`config.mk`:
```
export PLATFORM = sky130hd
export DESIGN_NAME = rr_switch_allocator
export DESIGN_NICKNAME = d
export VERILOG_FILES = /design/src/rtl/alloc_pkg.sv /design/src/rtl/rr_arbiter.sv /design/src/rtl/rr_switch_allocator.sv
export SDC_FILE = /design/constraint.sdc
export NUM_CORES = 1
export LEC_CHECK = 0
export BUFFER_PORTS_ARGS = -buffer_cell sky130_fd_sc_hd__buf_2
export CAP_MARGIN = 20
export CORE_MARGIN = 3
export CORE_UTILIZATION = 40
export CTS_CLUSTER_SIZE = 12
export DETAILED_ROUTE_END_ITERATION = 7
export HOLD_SLACK_MARGIN = 0.15
export SYNTH_ARGS = -nofsm -noshare
export SYNTH_HDL_FRONTEND = slang
export SYNTH_SLANG_ARGS = --single-unit
```
`constraint.sdc`:
```
create_clock -name clk -period 28.5 [get_ports clk]
set_input_delay 2.85 -clock clk [delete_from_list [all_inputs] [get_ports clk]]
set_output_delay 2.85 -clock clk [all_outputs]
set_load 0.03 [all_outputs]
```
`src/rtl/alloc_pkg.sv`:
```
// Shared definitions for the round-robin switch allocator.
//   state_t   : allocator FSM states (ARB, SEND, WAIT)
//   MODE_RR   : work-conserving round-robin arbitration
//   MODE_TDM  : fixed time-slot arbitration
//   ptr_w()   : width of the priority pointer for a given port count
package alloc_pkg;

  typedef enum logic [1:0] {
    ARB  = 2'd0,
    SEND = 2'd1,
    WAIT = 2'd2
  } state_t;

  localparam int MODE_RR  = 0;
  localparam int MODE_TDM = 1;

  // A 2-port pointer still needs one bit; $clog2(2) already gives that,
  // the guard only protects degenerate counts.
  function automatic int ptr_w(input int n);
    return (n <= 2) ? 1 : $clog2(n);
  endfunction

endpackage

```
`src/rtl/rr_arbiter.sv`:
```
// Combinational arbiter for the switch allocator.
//   i_request : per-port request vector
//   i_ptr     : current priority pointer (0 .. NUM_PORTS-1)
//   o_onehot  : one-hot winner, zero when nobody wins
//   o_idx     : winner index (valid only with o_valid)
//   o_valid   : a winner exists
// MODE_RR picks the requester closest to i_ptr going upward with wrap;
// MODE_TDM only lets the port equal to i_ptr win.
module rr_arbiter
  import alloc_pkg::*;
#(
  parameter int NUM_PORTS = 5,
  parameter int MODE      = MODE_RR,
  localparam int PW       = ptr_w(NUM_PORTS)
) (
  input  logic [NUM_PORTS-1:0] i_request,
  input  logic [PW-1:0]        i_ptr,
  output logic [NUM_PORTS-1:0] o_onehot,
  output logic [PW-1:0]        o_idx,
  output logic                 o_valid
);

  int w_best;
  int w_dist;

  // Distance from the pointer is computed per port with an explicit wrap,
  // so the search works for non-power-of-two port counts.
  always_comb begin
    w_best = NUM_PORTS;
    w_dist = 0;
    o_idx  = '0;
    for (int i = 0; i < NUM_PORTS; i++) begin
      w_dist = i - int'(i_ptr);
      if (w_dist < 0) w_dist = w_dist + NUM_PORTS;
      if (i_request[i] && (MODE != MODE_TDM || w_dist == 0) && w_dist < w_best) begin
        w_best = w_dist;
        o_idx  = PW'(i);
      end
    end
    o_valid = (w_best < NUM_PORTS);
  end

  always_comb begin
    o_onehot = '0;
    for (int i = 0; i < NUM_PORTS; i++) begin
      o_onehot[i] = o_valid && (o_idx == PW'(i));
    end
  end

endmodule

```
`src/rtl/rr_switch_allocator.sv`:
```
// Switch allocator: arbitrates among NUM_PORTS requesters, latches the
// winner's data word and multicasts it to every destination flagged empty.
//   clk, rst  : clock, asynchronous active-high reset
//   request   : per-port request, held until grant is seen
//   empty     : per-destination "can accept" flags
//   data_i    : packed input words, port i at [i*DATA_W +: DATA_W]
//   grant     : registered one-hot winner pulse
//   sel_data  : registered winning word, held until the next grant
//   fill      : registered multicast write strobes (one-cycle pulse)
//   busy      : a transfer is in flight (SEND or WAIT)
module rr_switch_allocator
  import alloc_pkg::*;
#(
  parameter int NUM_PORTS = 5,
  parameter int DATA_W    = 8,
  parameter int MODE      = MODE_RR,
  parameter int PRIO_INIT = 0
) (
  input  logic                        clk,
  input  logic                        rst,
  input  logic [NUM_PORTS-1:0]        request,
  input  logic [NUM_PORTS-1:0]        empty,
  input  logic [NUM_PORTS*DATA_W-1:0] data_i,
  output logic [NUM_PORTS-1:0]        grant,
  output logic [DATA_W-1:0]           sel_data,
  output logic [NUM_PORTS-1:0]        fill,
  output logic                        busy
);

  localparam int PW = ptr_w(NUM_PORTS);

  state_t               r_state;
  logic [PW-1:0]        r_ptr;
  logic [NUM_PORTS-1:0] r_grant;
  logic [NUM_PORTS-1:0] r_fill;
  logic [DATA_W-1:0]    r_sel;

  logic [NUM_PORTS-1:0] w_onehot;
  logic [PW-1:0]        w_idx;
  logic                 w_valid;
  logic [DATA_W-1:0]    w_word;

  // Wrap explicitly at NUM_PORTS-1 rather than relying on pointer overflow.
  function automatic logic [PW-1:0] ptr_inc(input logic [PW-1:0] p);
    if (p == PW'(NUM_PORTS - 1)) return '0;
    return p + PW'(1);
  endfunction

  rr_arbiter #(
    .NUM_PORTS (NUM_PORTS),
    .MODE      (MODE)
  ) u_arb (
    .i_request (request),
    .i_ptr     (r_ptr),
    .o_onehot  (w_onehot),
    .o_idx     (w_idx),
    .o_valid   (w_valid)
  );

  always_comb begin
    w_word = '0;
    for (int i = 0; i < NUM_PORTS; i++) begin
      if (w_idx == PW'(i)) w_word = data_i[i*DATA_W +: DATA_W];
    end
  end

  // grant and fill default to zero each cycle so both are single-cycle
  // pulses; they live in different states and can never coincide.
  always_ff @(posedge clk or posedge rst) begin
    if (rst) begin
      r_state <= ARB;
      r_ptr   <= PW'(PRIO_INIT);
      r_grant <= '0;
      r_fill  <= '0;
      r_sel   <= '0;
    end else begin
      r_grant <= '0;
      r_fill  <= '0;
      case (r_state)
        ARB: begin
          if (w_valid) begin
            r_grant <= w_onehot;
            r_sel   <= w_word;
            r_ptr   <= ptr_inc(w_idx);
            r_state <= SEND;
          end else if (MODE == MODE_TDM) begin
            r_ptr <= ptr_inc(r_ptr);
          end
        end
        // SEND and WAIT share the release rule: fill on the first cycle a
        // destination is free, otherwise keep waiting with sel_data held.
        SEND, WAIT: begin
          if (|empty) begin
            r_fill  <= empty;
            r_state <= ARB;
          end else begin
            r_state <= WAIT;
          end
        end
        default: r_state <= ARB;
      endcase
    end
  end

  assign grant    = r_grant;
  assign fill     = r_fill;
  assign sel_data = r_sel;
  assign busy     = (r_state != ARB);

endmodule

```
==> out/results.txt <==
Commonest non-fill, non-tap cells in the layout -> buf_2 (70), ha_1 (58), nand2_1 (41)
Fillers -> 864
Clk Latency, worst-skew pair -> 260 ps
Clock-pin slew on the worst setup and hold paths -> 90 ps
Synth-to-Final Area Change -> 12.5%
Setup TNS -> 0 ps
Rows -> 34
Routed wire length -> 10100 µm
Total gr overflow -> 0
Vias/cell -> 5.83
Largest net degree at the start of global routing -> 24
CTS tree -> built
Worst-Margin Slew -> 867 ps
Sink Count -> 23
Chip height -> 101 µm
Drt initial violations -> 226
Fraction of layout cells with a size suffix above 1 -> 18.9%
Worst Setup Path Type -> in2reg
I/O pin count -> 71
Post-cts sizing count -> 0
Grt met2 use -> 34.3%
Initial core utilization -> 41.4%
CTS Buffer Depth -> 2
Critical path's slowest cell -> a211oi_4
H-tree Lvls -> 1
Yosys reg bits -> 23
Crit-path max FO -> 21
Final routed DRC violation total -> 0
Met3 Use GR -> 0.623%
Routed len/inst -> 16.5 µm
Input/output buffers -> 70
Pre-antenna DRT Iters -> 4
Via count of the first global-routing pass -> 3449
Root Driver -> clkbuf_8
CP Capture Type -> flip-flop
Setup violators final -> 0
Critical path startpoint category -> input pin
Final core occ -> 46.5%
Post-synthesis cell area -> 3610 µm²
Dpl ws -> 15340 ps
Nets -> 618
Worst EP arrival -> 13120 ps
Fin crit period -> 12960 ps
Die Wd -> 101 µm
Hold WC Path Type -> reg2reg
Final hold viol count -> 0
Hold buffer count at CTS -> 0
GRT busiest layer -> met2
Syn avg cell area -> 8.03 µm²
Required time of the critical path -> 28660 ps
Via Count -> 3584
Crit path setup slack, layout -> 15540 ps
Initial antenna violation count -> 0
MaxCap Viol Count -> 0
Final Max Slew Viols -> 0
Sequential share of the synthesized area -> 16.0%
Core ar. -> 8720 µm²
Inserted Clock Buffers -> 3
Ys flop type -> dfrtp_1
Most frequent CP cell -> a21oi_1
All-Layer GR Usage -> 19.7%
Synth Instances -> 449
Crit-path max cell delay -> 750 ps
Most common cell after layout, fill and taps aside -> buf_2
Worst slew margin -> 42.0%
Estimated wirelength of the detail-placed design -> 8300 µm
Post-synth EDFFs -> 0
ANT nets after route -> 0
Async set-reset flop share out of synthesis -> 100%
Synth warnings -> 0
First-pass GRT wire length -> 16700 µm
Period utilisation layout -> 45.5%
Post-synthesis cell type count -> 72
Status -> finished, final reports clean
Routing usage on met1 -> 27.6%
RSZ-0062 raised after global routing -> false
RD Place Congestion -> 0.903
ANT cells -> 0
Clock Skew -> 3.00 ps
Setup bufs post-CTS -> 0
DIE AREA -> 10200 µm²
Peak Freq -> 77.2 MHz
## through the flow
stage	cells	instance area [µm²]	hold slack, ps
after floorplan	452	3620	517
after global placement	611	4010	493
after detailed placement	611	4010	497
after CTS	615	4060	519
after global routing	615	4060	540
final	615	4060	513
## flip-flops by register name, indices dropped and copies added, names as in the netlist
register and cells:
fill 5, grant 5, r_ptr 3, r_state 2, sel_data 8
## cells in the mapped netlist, types with 4 or more instances
| library cell | instances | area share [%] |
|---|---|---|
| ha_1 | 58 | 20 |
| mux2i_1 | 9 | 2.5 |
| nor2_1 | 31 | 3.2 |
| buf_2 | 4 | 0.55 |
| a22oi_1 | 8 | 1.7 |
| or3_1 | 4 | 0.69 |
| o211a_1 | 4 | 1.1 |
| nand4_1 | 7 | 1.2 |
| clkbuf_1 | 10 | 1.0 |
| and3_1 | 14 | 2.4 |
| a211oi_1 | 10 | 2.1 |
| a21o_1 | 13 | 2.7 |
| nand2_1 | 41 | 4.3 |
| inv_1 | 19 | 2.0 |
| o21ai_0 | 20 | 2.8 |
| a221o_1 | 10 | 2.8 |
| nor3_1 | 8 | 1.1 |
| a31oi_1 | 5 | 0.87 |
| xnor2_1 | 6 | 1.5 |
| nor2b_1 | 7 | 1.2 |
| dfrtp_1 | 23 | 16 |
| o211ai_1 | 9 | 1.9 |
| nand3_1 | 13 | 1.8 |
| and2_1 | 10 | 1.7 |
| a21oi_1 | 38 | 5.3 |
## cell type report
class / instances / area, µm² / share of cell area, %
multi-input cells: 390 / 2880 / 70.9
flip-flops and latches: 23 / 576 / 14.2
repair buffers: 70 / 350 / 8.63
well taps: 108 / 135 / 3.33
inverters: 20 / 75.1 / 1.85
clock buffers: 3 / 41.3 / 1.02
clock inverters: 1 / 5.00 / 0.123
## metal layers
metal,vias up,wire [µm]
met1,1678,4780
met5,-,0
met2,74,4910
met4,0,80
met3,8,356
li1,1824,-
## final timing paths
kind                            slack (ps)                     from  depth (start not counted)                      end
min in group asynchronous             2750                      rst                          2       grant[4]$_DFF_PP0_
worst max register to register       16620     r_ptr[2]$_DFFE_PP0P_                         44  sel_data[1]$_DFFE_PP0P_
worst min register to register         510  sel_data[1]$_DFFE_PP0P_                          1  sel_data[1]$_DFFE_PP0P_
max in group asynchronous            25220                      rst                          2     r_ptr[0]$_DFFE_PP0P_
worst min-delay path                   510  sel_data[1]$_DFFE_PP0P_                          1  sel_data[1]$_DFFE_PP0P_
worst max-delay path                 15540               request[0]                         42  sel_data[1]$_DFFE_PP0P_
## logic make-up (layout without fill, tap and decap cells)
kind of cell	Yosys count	after routing	synth area share, %
compound gates	148	148	29.4
other cells	1	4	0.104
simple gates	159	159	23.6
xor+xnor	7	7	1.70
flops	23	23	16.0
buf+inv	39	94	4.61
mux	14	14	4.47
fa+ha+maj	58	58	20.1
## critical path, delay by kind of cell
kind	cells	cell delay [ps]
simple gates	12	2430
compound gates	22	5720
buf+inv	3	390
fa+ha+maj	5	1680
Power is not shown: default switching activity piles up to over one toggle a cycle in this logic, so the estimate is an artifact.
